--- src/rtl/lift_car_controller.sv ---
`default_nettype none
// ============================================================================
// Module   : lift_car_controller
// Brief    : Per-car SCAN controller; merges dispatcher and in-car requests,
//            moves floor by floor, reports floor and pulses served stops.
// Revision : 1.0 - initial release
// ============================================================================
module lift_car_controller #(
  parameter int NUM_FLOORS  = 11,
  parameter int MOVE_CYCLES = 4,
  parameter int DOOR_CYCLES = 3
) (
  input  logic        clk,
  input  logic        rst,
  input  logic [10:0] FloortoLift,
  input  logic [10:0] CarReq,
  output logic [3:0]  liftstate,
  output logic        moving_up,
  output logic        moving_down,
  output logic        door_open,
  output logic [10:0] served
);

  typedef enum logic [1:0] {
    ST_IDLE      = 2'd0,
    ST_MOVE_UP   = 2'd1,
    ST_MOVE_DOWN = 2'd2,
    ST_DOOR_OPEN = 2'd3
  } state_t;

  localparam int TMAX = (MOVE_CYCLES > DOOR_CYCLES) ? MOVE_CYCLES : DOOR_CYCLES;
  localparam int TW   = (TMAX > 1) ? $clog2(TMAX) : 1;
  localparam logic [TW-1:0] MOVE_LOAD  = TW'(MOVE_CYCLES - 1);
  localparam logic [TW-1:0] DOOR_LOAD  = TW'(DOOR_CYCLES - 1);
  localparam logic [10:0]   FLOOR_MASK = 11'((1 << NUM_FLOORS) - 1);
  localparam logic          DIR_UP     = 1'b1;
  localparam logic          DIR_DOWN   = 1'b0;

  state_t        state_q, state_d, next_st;
  logic [3:0]    floor_q, floor_d;
  logic [TW-1:0] timer_q, timer_d;
  logic          dir_q, dir_d;
  logic [10:0]   pending_q, pending_d;
  logic [10:0]   served_q, served_d;
  logic          moving_up_q, moving_up_d;
  logic          moving_down_q, moving_down_d;
  logic          door_open_q, door_open_d;
  logic [10:0]   req_m;
  logic          enter;

  function automatic logic [10:0] onehot(input logic [3:0] f);
    logic [10:0] v;
    v = '0;
    for (int i = 0; i < 11; i++) begin
      if (4'(i) == f) v[i] = 1'b1;
    end
    return v;
  endfunction

  // SCAN decision: serve here, else keep heading while work lies ahead, else reverse.
  function automatic state_t decide(input logic [3:0] f, input logic [10:0] p,
                                    input logic d);
    logic here, above, below;
    state_t s;
    here  = 1'b0;
    above = 1'b0;
    below = 1'b0;
    for (int i = 0; i < 11; i++) begin
      if (4'(i) == f) here  = here  | p[i];
      if (4'(i) >  f) above = above | p[i];
      if (4'(i) <  f) below = below | p[i];
    end
    if (here)                     s = ST_DOOR_OPEN;
    else if (d == DIR_UP && above) s = ST_MOVE_UP;
    else if (d == DIR_UP && below) s = ST_MOVE_DOWN;
    else if (below)                s = ST_MOVE_DOWN;
    else if (above)                s = ST_MOVE_UP;
    else                           s = ST_IDLE;
    return s;
  endfunction

  always_comb begin
    req_m     = (FloortoLift | CarReq) & FLOOR_MASK;
    state_d   = state_q;
    floor_d   = floor_q;
    timer_d   = timer_q;
    dir_d     = dir_q;
    served_d  = '0;
    next_st   = state_q;
    enter     = 1'b0;

    case (state_q)
      ST_IDLE: begin
        next_st = decide(floor_q, pending_q, dir_q);
        enter   = 1'b1;
      end
      ST_MOVE_UP: begin
        if (timer_q == '0) begin
          floor_d = floor_q + 4'd1;
          next_st = decide(floor_d, pending_q, dir_q);
          enter   = 1'b1;
        end else begin
          timer_d = timer_q - TW'(1);
        end
      end
      ST_MOVE_DOWN: begin
        if (timer_q == '0) begin
          floor_d = floor_q - 4'd1;
          next_st = decide(floor_d, pending_q, dir_q);
          enter   = 1'b1;
        end else begin
          timer_d = timer_q - TW'(1);
        end
      end
      ST_DOOR_OPEN: begin
        // A fresh call for this floor holds the door and is retired immediately.
        if ((req_m & onehot(floor_q)) != '0) begin
          served_d = onehot(floor_q);
          timer_d  = DOOR_LOAD;
        end else if (timer_q == '0) begin
          next_st = decide(floor_q, pending_q, dir_q);
          enter   = 1'b1;
        end else begin
          timer_d = timer_q - TW'(1);
        end
      end
      default: begin
        next_st = ST_IDLE;
        enter   = 1'b1;
      end
    endcase

    if (enter) begin
      state_d = next_st;
      case (next_st)
        ST_MOVE_UP: begin
          timer_d = MOVE_LOAD;
          dir_d   = DIR_UP;
        end
        ST_MOVE_DOWN: begin
          timer_d = MOVE_LOAD;
          dir_d   = DIR_DOWN;
        end
        ST_DOOR_OPEN: begin
          timer_d  = DOOR_LOAD;
          served_d = onehot(floor_d);
        end
        default: timer_d = '0;
      endcase
    end

    pending_d     = (pending_q | req_m) & ~served_d;
    moving_up_d   = (state_d == ST_MOVE_UP);
    moving_down_d = (state_d == ST_MOVE_DOWN);
    door_open_d   = (state_d == ST_DOOR_OPEN);
  end

  always_ff @(posedge clk or negedge rst) begin
    if (!rst) begin
      state_q       <= ST_IDLE;
      floor_q       <= '0;
      timer_q       <= '0;
      dir_q         <= DIR_UP;
      pending_q     <= '0;
      served_q      <= '0;
      moving_up_q   <= 1'b0;
      moving_down_q <= 1'b0;
      door_open_q   <= 1'b0;
    end else begin
      state_q       <= state_d;
      floor_q       <= floor_d;
      timer_q       <= timer_d;
      dir_q         <= dir_d;
      pending_q     <= pending_d;
      served_q      <= served_d;
      moving_up_q   <= moving_up_d;
      moving_down_q <= moving_down_d;
      door_open_q   <= door_open_d;
    end
  end

  assign liftstate   = floor_q;
  assign moving_up   = moving_up_q;
  assign moving_down = moving_down_q;
  assign door_open   = door_open_q;
  assign served      = served_q;

endmodule
`default_nettype wire
--- config.mk ---
export PLATFORM = sky130hd
export DESIGN_NAME = lift_car_controller
export DESIGN_NICKNAME = d
export VERILOG_FILES = /design/src/rtl/lift_car_controller.sv
export SDC_FILE = /design/constraint.sdc
export NUM_CORES = 1
export LEC_CHECK = 0
export ABC_CLOCK_PERIOD_IN_PS = 8300
export BUFFER_PORTS_ARGS = -buffer_cell sky130_fd_sc_hd__buf_2
export CORE_ASPECT_RATIO = 0.6
export CORE_MARGIN = 5
export CORE_UTILIZATION = 35
export DETAILED_ROUTE_END_ITERATION = 7
export SLEW_MARGIN = 5
export SYNTH_ARGS = -nofsm -noshare
export SYNTH_HDL_FRONTEND = slang
export SYNTH_SLANG_ARGS = --single-unit
--- constraint.sdc ---
create_clock -name clk -period 8.3 [get_ports clk]
set_input_delay 2.075 -clock clk [delete_from_list [all_inputs] [get_ports clk]]
set_output_delay 2.075 -clock clk [all_outputs]
set_load 0.02 [all_outputs]
=== Yosys cells after proc, flatten, opt, wreduce, memory -nomap -nowiden ===
Index checks and enable logic that the tools add are counted.

* Bits in registers: 34
* Input port bits: 24
* Output and inout port bits: 18
* Word-level logic and storage cells: 740

* $add $sub $neg: 3
* Magnitude comparators: 66
* Equal/unequal tests: 49
* Mux-type cells: 468
* Bitwise logic cells: 125
* Reduce and logical (&&, ||, !) cells: 20

{| class="wikitable"
|+ Operators by type and width
! cell !! number
|-
| two-way mux 1 bit || 432
|-
| OR 1 bit || 120
|-
| == test 3 x 4 -> 1 bit, first input constant || 16
|-
| == test 4 bit, first input constant || 12
|-
| > comparator 3 x 4 -> 1 bit, first input constant || 12
|-
| < comparator 3 x 4 -> 1 bit, first input constant || 12
|-
| two-way mux 2 bit || 24
|-
| two-way mux 11 bit || 4
|-
| > comparator 4 bit, first input constant || 9
|-
| < comparator 4 bit, first input constant || 9
|-
| == test 2 x 4 -> 1 bit, first input constant || 8
|-
| > comparator 1 x 4 -> 1 bit, first input constant || 6
|-
| > comparator 2 x 4 -> 1 bit, first input constant || 6
|-
| < comparator 1 x 4 -> 1 bit, first input constant || 6
|-
| < comparator 2 x 4 -> 1 bit, first input constant || 6
|-
| bitwise AND 11 bit || 2
|-
| OR 11 bit || 2
|-
| == test 1 x 4 -> 1 bit, first input constant || 4
|-
| zero test 4 bit || 4
|-
| == test 2 bit, second input constant || 6
|-
| inverter 11 bit || 1
|-
| nonzero test 11 bit || 1
|-
| logical AND 1 bit || 8
|-
| two-way mux 4 bit || 2
|-
| other kinds (14) || 19
|}

=== Depth between registers and ports, before layout ===
Gate-level depths: netlist of run 1.

* Word-level depth: 70
* Depth in mapped cells: 18
* Gate-level depth less buffers: 15

=== Worst setup path after synthesis of run 1 ===
Ideal clock, no wire load.

* Path kind: input-to-reg
* From: input port CarReq[7]
* To: register pending_q[1]
* Library setup time: 0.122 ns
* Arrival time: 4.535 ns
* Setup slack: 3.643 ns
* Stages on the path: 13
* Path buffers: 0
* Cells stage by stage: nor3b_1 > o311ai_1 > and3_1 > nor4_2 > o221a_2 > a21oi_1 > or3_1 > ha_1 > inv_1 > o21bai_1 > nor3_1 > o2bb2ai_1 > nor2_1

* Longest elaborated chain between the ends: 10
* Elaborated cells on any way between the ends: 14
* Classes of those cells: 1 x eq/ne; 8 x mux; 4 x bitwise; 1 x reduce/logical

{| class="wikitable"
|+ Ends and longest elaborated chain
! element !! line !! RTL
|-
| start, declared || 16 || <nowiki>input logic [10:0] CarReq,</nowiki>
|-
| OR 11 bit * || 83 || <nowiki>req_m = (FloortoLift | CarReq) & FLOOR_MASK;</nowiki>
|-
| bitwise AND 11 bit * || 117 || <nowiki>if ((req_m & onehot(floor_q)) != '0) begin</nowiki>
|-
| nonzero test 11 bit * || 117 ||
|-
| two-way mux 2 bit || 117 ||
|-
| one-hot mux 2 bit (4 select lines) || 92 || <nowiki>case (state_q)</nowiki>
|-
| == test 2 bit || 135 || <nowiki>case (next_st)</nowiki>
|-
| two-way mux 11 bit || 135 ||
|-
| two-way mux 11 bit * || 133 || <nowiki>if (enter) begin</nowiki>
|-
| net served_d[1] || 44 || <nowiki>logic [10:0] served_q, served_d;</nowiki>
|-
| inverter 11 bit * || 152 || <nowiki>pending_d = (pending_q | req_m) & ~served_d;</nowiki>
|-
| bitwise AND 11 bit * || 152 ||
|-
| net pending_d[1] || 43 || <nowiki>logic [10:0] pending_q, pending_d;</nowiki>
|-
| end signal, assigned || 174 || <nowiki>pending_q <= pending_d;</nowiki>
|-
| end, declared || 43 ||
|}

Mark *: on every way through the listed nets, which the timed path passes. The rest lies on a longest branch.
A chain may end at the register's enable or synchronous reset.

=== Final worst setup path of run 1 ===
* From: input port CarReq[1]
* To: register pending_q[3]

Same word-level chain as after synthesis.

==> results of run 1 <==
## cell families (layout without fill, tap and decap cells)
family	after synthesis	in the layout	share of synthesized area (%)
AO/OA/AOI/OAI	152	152	34.50
XOR/XNOR	7	7	2.885
buffers and inverters	53	78	6.793
adder cells (fa/ha/maj)	16	16	6.072
multiplexers	7	7	2.125
AND/OR/NAND/NOR	142	142	21.78
flip-flops	34	34	25.84
## tightest hold or removal path: cells and delay by family, from the launching register on
| kind | cells | cell delay (ns) |
|---|---|---|
| AOI/OAI and AO/OA | 2 | 0.14 |
| DFF | 1 | 0.39 |
## how the worst max path moves through the flow
| stage | start | end | slack, ns | depth (start not counted) |
|---|---|---|---|---|
| after floorplan | CarReq[7] | pending_q[1] | 3.64 | 13 |
| after global placement | CarReq[1] | pending_q[2] | 3.08 | 14 |
| after detailed placement | CarReq[2] | pending_q[1] | 3.01 | 14 |
| after CTS | CarReq[2] | pending_q[1] | 3.31 | 14 |
| after global routing | CarReq[2] | pending_q[0] | 2.98 | 14 |
| final | CarReq[1] | pending_q[3] | 3.24 | 14 |
## synth_stat cells, types with 5 or more instances
master | count | area [um^2]
o22ai_1 | 6 | 37.54
clkbuf_1 | 16 | 60.06
ha_1 | 16 | 200.2
o21ai_0 | 24 | 120.1
dfrtp_1 | 33 | 825.8
nor2b_1 | 8 | 50.05
nand2_1 | 31 | 116.4
o21ai_1 | 5 | 25.02
a22oi_1 | 6 | 45.04
inv_1 | 23 | 86.33
nor2_1 | 35 | 131.4
nor3_1 | 26 | 130.1
o31ai_1 | 5 | 37.54
nand2b_1 | 6 | 37.54
a31oi_1 | 5 | 31.28
mux2i_1 | 7 | 70.07
o2bb2ai_1 | 7 | 61.31
nand3_1 | 10 | 50.05
a21oi_1 | 21 | 105.1
buf_2 | 8 | 40.04
## per-stage QoR
step	utilization, %	instances	power (mW)	worst slack, ns	hold slack [ns]
finish	40.65	566	1.606	3.244	0.5418
global route	40.65	566	1.747	2.977	0.5946
CTS	40.65	566	1.585	3.306	0.5441
detailed placement	38.79	558	1.364	3.005	0.5365
global placement	38.79	558	1.346	3.078	0.5211
floorplan	-	411	1.093	3.643	0.4875
## where the power goes
part	switching (mW)	internal [mW]
clock	0.0728	0.141
sequential	0.0733	0.211
combinational	0.706	0.401
## layout make-up
type	instances	area share (%)
Timing Repair Buffer	45	6.298
Clock inverter	3	1.206
Clock buffer	5	3.350
Multi-Input combinational cell	324	59.46
Sequential cell	34	22.81
Inverter	25	2.513
Tap cell	130	4.355
## layer usage
layer,GRT usage (%),part of all wire [%]
met1,31.94,47
met2,27.26,40
met3,3.614,12
met4,5.032,1.1
met5,0,0
## sequential cells by signal, indices dropped and copies added (netlist names)
register     flops
liftstate        4
served          11
moving_up        1
timer_q          2
door_open        1
pending_q       11
state_q          2
moving_down      1
dir_q            1
==> results.cfg, run 1 <==
[sta]
slew_viol_final = 0
setup_tns_ns = 0
max_freq_ghz = 0.1978
min_period_over_period_pct = 60.92
fin_crit_ns = 5.056
skew_ns = 0.005769
setup_violations = 0
rsz0062_at_grt = no
timing_hold_violations_final = 0
max_slew.worst_pin.slew_ns = 0.9422
max_slew_margin_pct = 36.74

[global_route]
grt_pass1_wl_um = 18670
grt_pass1_vias = 3422
grt_max_degree = 35
grt_use_total_pct = 20.06
antenna_found_initial = 0
grt-ovfl-total = 0

[setup_path]
path_delay_family = simple AND/OR/NAND/NOR gates
critPathRequiredTime_ns = 8.46
worstPathCellList = buf_2 > o21ai_0 > nand4_1 > and3_1 > nor4_2 > o221a_2 > a21oi_1 > or3_1 > ha_1 > inv_1 > o21bai_1 > nor3_1 > o2bb2ai_1 > nor2_1
worstPathArrival_ns = 5.22
crit_path_start_kind = primary input
crit_type = in2reg
critPathMaxStageDelay_ns = 0.50
worstPathMaxFanout = 4
endpoint_kind = flip-flop
r2r_slack_ns = 3.45
rr_worst_depth = 14
critPathBufInv = 2
cp_slowest_cell = nor4_2
reg2reg_to = pending_q[6]
r2r-start = liftstate[0]

[drt]
dr.first_iter.drc_count = 486
dr.pass1.iters = 5
ant_nets = 0
avgViaCountPerCell = 6.110
drc = 0
vias = 3458
routed_wl_um = 11210
post_drt_wl_per_cell_um = 19.81

[clocking]
cts-root-buf = clkbuf_16
cts_hold_buf = 0
cts.clk_slew.worst_paths_ns = 0.06
htree_levels = 2
cts_inserted_buffers = 5
clock_latency_ns = 0.28
clock_path_buffers = 2
cts_setup_buffers = 0
post_cts_resized = 0
cts_tree = yes
clock_sinks = 34

[synth]
yosys.cell_types.count = 79
synth_ff_type = dfrtp_1
synth_nets = 451
synth.avg_cell_area_um2 = 8.022
async_flop_share_pct = 100.0
ys_seq_area_share_pct = 25.84
netlist_area_mm2 = 0.003297
synth_edf_count = 0
syn_inst = 411
ys_ff_latch = 34
synth_warnings = 0

[floorplanning]
ios = 42
core_area_mm2 = 0.009189
start_util_pct = 35.88
die_area_mm2 = 0.01152
fp.dieH_um = 85.18
die_x_um = 135.3
num_rows = 27

[status]
status = finished, final reports clean

[hold_path]
hold_class = reg2reg
min_from = dir_q
whs_path_depth = 2
min_to = dir_q

[pwr]
peakVddDrop_uv = 172.0
power_density_mw_per_mm2 = 430.0
cellLeakagePower_nw = 1.603

[layout]
antenna_cells = 0
register_area_um2 = 852.1
fill_cells = 916
final_common_cell = buf_2
nNetsFinal = 475
layout-drive-gt1-share_pct = 16.97
fin_area_mm2 = 0.003735
syn2layout_area_growth_pct = 13.28
final_cell_mix = buf_2 (41), nor2_1 (35), dfrtp_1 (33), nand2_1 (31), nor3_1 (26)
multi_input_area_mm2 = 0.002221

[placement]
hpwl_um = 8300
gp_congestion = 0.9377
place_area_mm2 = 0.003565
io_buffer_count = 41

[job]
drv_cap = 0
Note: power is estimated with default switching activity, not from simulation.
==> run 2: changes to the inputs <==
--- a/config.mk
+++ b/config.mk
@@ -5,7 +5,7 @@
 export SDC_FILE = /design/constraint.sdc
 export NUM_CORES = 1
 export LEC_CHECK = 0
-export ABC_CLOCK_PERIOD_IN_PS = 8300
+export ABC_CLOCK_PERIOD_IN_PS = 4250
 export BUFFER_PORTS_ARGS = -buffer_cell sky130_fd_sc_hd__buf_2
 export CORE_ASPECT_RATIO = 0.6
 export CORE_MARGIN = 5
==> constraint.sdc (replaced) <==
create_clock -name clk -period 4.25 [get_ports clk]
set_input_delay 1.0625 -clock clk [delete_from_list [all_inputs] [get_ports clk]]
set_output_delay 1.0625 -clock clk [all_outputs]
set_load 0.02 [all_outputs]
==> results.cfg, run 2 (synthesized netlist as in run 1, its figures left out) <==
[status]
status = finished, final reports clean

[layout]
nNetsFinal = 495
layout-drive-gt1-share_pct = 21.27
antenna_cells = 0
final_common_cell = buf_2
fill_cells = 910
syn2layout_area_growth_pct = 19.32
final_cell_mix = buf_2 (41), nor2_1 (35), dfrtp_1 (33), nand2_1 (31), nor3_1 (25)

[setup_path]
endpoint_kind = flip-flop
r2r-start = liftstate[1]
crit_type = reg2reg
worstPathMaxFanout = 14
r2r_slack_ns = 0.27
critPathRequiredTime_ns = 4.41
rr_worst_depth = 14
worstPathArrival_ns = 4.14
crit_path_start_kind = flip-flop
reg2reg_to = pending_q[6]
startpoint = liftstate[1]

[clocking]
clock_sinks = 34
cts_hold_buf = 0
clock_latency_ns = 0.28
cts-root-buf = clkbuf_16
clock_path_buffers = 2
cts.clk_slew.worst_paths_ns = 0.06
cts_tree = yes
htree_levels = 2
cts_inserted_buffers = 5

[placement]
hpwl_um = 8765
io_buffer_count = 41
gp_congestion = 0.9296

[pwr]
swShare_pct = 50.69
peakVddDrop_uv = 311.4
power.internal_mw = 1.630
cellLeakagePower_nw = 1.725
power_switching_mw = 1.676
clockPowerShare_pct = 14.3
comb_power_share_pct = 69.0
pwr-share-seq_pct = 16.7
power_density_mw_per_mm2 = 840.3

[sta]
max_freq_ghz = 0.2513
hold_slack_ns = 0.5329
min_period_over_period_pct = 93.63
setup_violations = 0
rsz0062_at_grt = no
fin_crit_ns = 3.979
skew_ns = 0.005205
timing_hold_violations_final = 0
max_slew_margin_pct = 48.89
setup_tns_ns = 0
slew_viol_final = 0
max_slew.worst_pin.slew_ns = 0.7666

[drt]
ant_nets = 0
avgViaCountPerCell = 6.000
routed_wl_um = 11180
vias = 3516
dr.first_iter.drc_count = 395
post_drt_wl_per_cell_um = 19.09
drc = 0
dr.pass1.iters = 5

[global_route]
grt_use_total_pct = 19.61
antenna_found_initial = 0
grt-ovfl-total = 0
grt_pass1_vias = 3364
grt_pass1_wl_um = 18130
grt_max_degree = 35

[hold_path]
min_from = dir_q
hold_class = reg2reg
min_to = dir_q
whs_path_depth = 2

[floorplanning]
ios = 42
die_area_mm2 = 0.01152
fp.dieH_um = 85.18
start_util_pct = 35.88
die_x_um = 135.3
num_rows = 27
core_area_mm2 = 0.009189

[job]
drv_cap = 0
## run 2: layout make-up
type,instances,area [um^2],share of cell area (%)
Tap cell,130,162.7,4.135
Sequential cell,34,852.1,21.66
Multi-Input combinational cell,324,2233,56.77
Timing Repair Buffer,65,397.9,10.11
Clock buffer,5,125.1,3.181
Inverter,25,93.84,2.385
Clock inverter,3,68.82,1.749
## run 2: through the flow
stage	cell area, um^2	power, mW	worst slack [ns]	util, %	std cells
after global routing	3934	3.544	0.01363	42.81	586
after global placement	3727	2.754	0.1062	40.56	578
after CTS	3921	3.250	0.1955	42.67	586
after detailed placement	3727	2.758	0.08959	40.56	578
final	3934	3.305	0.2708	42.81	586
after floorplan	3297	2.134	0.2968	-	411
## run 2: what timing repair did
action                                  in CTS  in global routing
setup buffers                                0                  0
gates resized for setup                      0                  3
endpoints found under the setup margin       0                 11
## run 2: worst max-delay path, stage by stage (launching register included)
cell       delay (ns)
dfrtp_1          0.41
buf_4            0.22
ha_1             0.39
o21ai_1          0.11
a22oi_2          0.31
a221oi_1         0.14
o32ai_1          0.41
a21boi_2         0.11
a2111oi_2        0.44
or3_1            0.26
ha_1             0.19
inv_1            0.08
or3_1            0.46
o2bb2ai_1        0.25
nor2_1           0.08
## run 2: power groups by stage
stage                     clock, mW  sequential, mW  combinational, mW
after floorplan                   0           0.523               1.61
after global placement            0           0.547               2.21
final                         0.474           0.552               2.28
after CTS                     0.481           0.543               2.23
after detailed placement          0           0.548               2.21
after global routing          0.498           0.560               2.49
## run 2: how the worst max path moves through the flow
stage / endpoint / slack [ns] / cells after the start
after floorplan: pending_q[1] / 0.30 / 18
after global placement: pending_q[6] / 0.11 / 14
after detailed placement: pending_q[3] / 0.09 / 14
after CTS: pending_q[3] / 0.20 / 14
after global routing: pending_q[6] / 0.01 / 14
final: pending_q[6] / 0.27 / 14
## run 2: metal layers
metal / vias up / GRT usage [%] / part of all wire [%]
li1: 1643 / - / -
met1: 1654 / 30.20 / 49
met2: 206 / 26.26 / 39
met3: 13 / 6.220 / 11
met4: 0 / 4.026 / 1.0
met5: - / 0 / 0
==> run 3: changes to the inputs <==
--- a/config.mk
+++ b/config.mk
@@ -11,6 +11,7 @@
 export CORE_MARGIN = 5
 export CORE_UTILIZATION = 35
 export DETAILED_ROUTE_END_ITERATION = 7
+export RECOVER_POWER = 25
 export SLEW_MARGIN = 5
 export SYNTH_ARGS = -nofsm -noshare
 export SYNTH_HDL_FRONTEND = slang
==> results.cfg, run 3 (synthesized netlist as in run 1, its figures left out) <==
[status]
status = finished, violations left
violations = capacitance limit, slew limit

[placement]
gp_congestion = 0.9296
io_buffer_count = 41
hpwl_um = 8765

[sta]
timing_hold_violations_final = 0
rsz0062_at_grt = no
fin_crit_ns = 3.980
max_slew.worst_pin.slew_ns = 1.829
max_freq_ghz = 0.2513
setup_tns_ns = 0
min_period_over_period_pct = 93.64
skew_ns = 0.005205
slew_viol_final = 35
setup_violations = 0
max_slew_margin_pct = -21.90

[clocking]
cts.clk_slew.worst_paths_ns = 0.06
cts-root-buf = clkbuf_16
cts_inserted_buffers = 5
htree_levels = 2
post_cts_resized = 0
cts_setup_buffers = 0
clock_latency_ns = 0.28
cts_tree = yes
cts_hold_buf = 0
clock_path_buffers = 2
clock_sinks = 34

[setup_path]
endpoint_kind = flip-flop
worstPathCellList = buf_4 > ha_1 > o21ai_1 > a22oi_2 > a221oi_1 > o32ai_1 > a21boi_2 > a2111oi_2 > or3_1 > ha_1 > inv_1 > or3_1 > o2bb2ai_1 > nor2_1
critPathBufInv = 2
crit_type = reg2reg
critPathRequiredTime_ns = 4.41
crit_path_start_kind = flip-flop
cp_slowest_cell = or3_1
worstPathMaxFanout = 14
startpoint = liftstate[1]
r2r-start = liftstate[1]
worstPathArrival_ns = 4.14
path_delay_family = compound AO/OA/AOI/OAI gates
critPathMaxStageDelay_ns = 0.46

[layout]
final_cell_mix = buf_2 (40), nor2_1 (35), dfrtp_1 (33), nand2_1 (31), nor3_1 (25)
fin_util_pct = 42.80
nNetsFinal = 495
final_common_cell = buf_2
antenna_cells = 0
syn2layout_area_growth_pct = 19.28
fill_cells = 911
layout-drive-gt1-share_pct = 21.05

[drt]
vias = 3517
ant_nets = 0
top_layer = met4
dr_wl_met2_um = 4324
avgViaCountPerCell = 6.002
routed_wl_um = 11180
dr.pass1.iters = 5
wl_met1_um = 5472
post_drt_wl_per_cell_um = 19.08
dr_wl_met3_um = 1272
dr.first_iter.drc_count = 395
drc = 0

[hold_path]
min_from = dir_q
hold_class = reg2reg

[floorplanning]
ios = 42
start_util_pct = 35.88
die_x_um = 135.3
fp.dieH_um = 85.18
core_area_mm2 = 0.009189
num_rows = 27
die_area_mm2 = 0.01152

[pwr]
comb_power_share_pct = 69.0
clockPowerShare_pct = 14.3
swShare_pct = 50.70
power.internal_mw = 1.630
cellLeakagePower_nw = 1.723
pwr-share-seq_pct = 16.7
power_density_mw_per_mm2 = 840.5
power_switching_mw = 1.676
peakVddDrop_uv = 311.4

[job]
drv_cap = 1

[global_route]
grt-ovfl-total = 0
antenna_found_initial = 0
grt_pass1_wl_um = 18130
grt_pass1_vias = 3364
grt_use_total_pct = 19.61
grt_max_degree = 35
run 3: changes by cell type in the layout (fill, tap and decap cells not counted), sizes merged:
cell | previous run | this run
clkbuf | 5 | 6
buf | 65 | 64
run 3: per-layer routing:
layer / vias to the layer above / GRT usage, %
li1: 1643 / -
met1: 1655 / 30.20
met2: 206 / 26.26
met3: 13 / 6.220
met4: 0 / 4.026
met5: - / 0
run 3: layout make-up:
type	instances	area (um^2)	share of cell area, %
sequential	34	852.1	21.67
inverter	25	93.84	2.386
clock inverter	3	68.82	1.750
timing repair buffer	65	396.6	10.09
multi-input combinational	324	2233	56.79
tap	130	162.7	4.136
clock buffer	5	125.1	3.182
run 3: power by group through the flow:
stage	Clock [mW]	Sequential, mW	Combinational [mW]
after floorplan	0	0.523	1.61
after global placement	0	0.547	2.21
after detailed placement	0	0.548	2.21
after CTS	0.481	0.543	2.23
after global routing	0.498	0.560	2.49
final	0.474	0.552	2.28
run 3: worst paths after layout:
check                               endpoint  slack, ns  cells past startpoint
worst max register to register  pending_q[6]       0.27                     14
worst min register to register         dir_q       0.53                      2
min in group asynchronous        moving_down       1.27                      1
worst min-delay path                   dir_q       0.53                      2
worst max-delay path            pending_q[6]       0.27                     14
max in group asynchronous       liftstate[3]       1.92                      1
run 3: per-stage QoR:
stage	hold slack, ns	total power [mW]	setup slack (ns)	cell area [um^2]	cells
after floorplan	0.4875	2.134	0.2968	3297	411
after global placement	0.5187	2.754	0.1062	3727	578
after detailed placement	0.5218	2.758	0.08959	3727	578
after CTS	0.5296	3.250	0.1955	3921	586
after global routing	0.5420	3.544	0.01363	3933	586
final	0.5329	3.305	0.2704	3933	586
run 3: worst register-to-register path, stage by stage, from the launching register on:
cell and delay [ns]:
dfrtp_1 0.41, buf_4 0.22, ha_1 0.40, o21ai_1 0.11
a22oi_2 0.31, a221oi_1 0.14, o32ai_1 0.41, a21boi_2 0.11
a2111oi_2 0.44, or3_1 0.26, ha_1 0.19, inv_1 0.08
or3_1 0.46, o2bb2ai_1 0.25, nor2_1 0.08
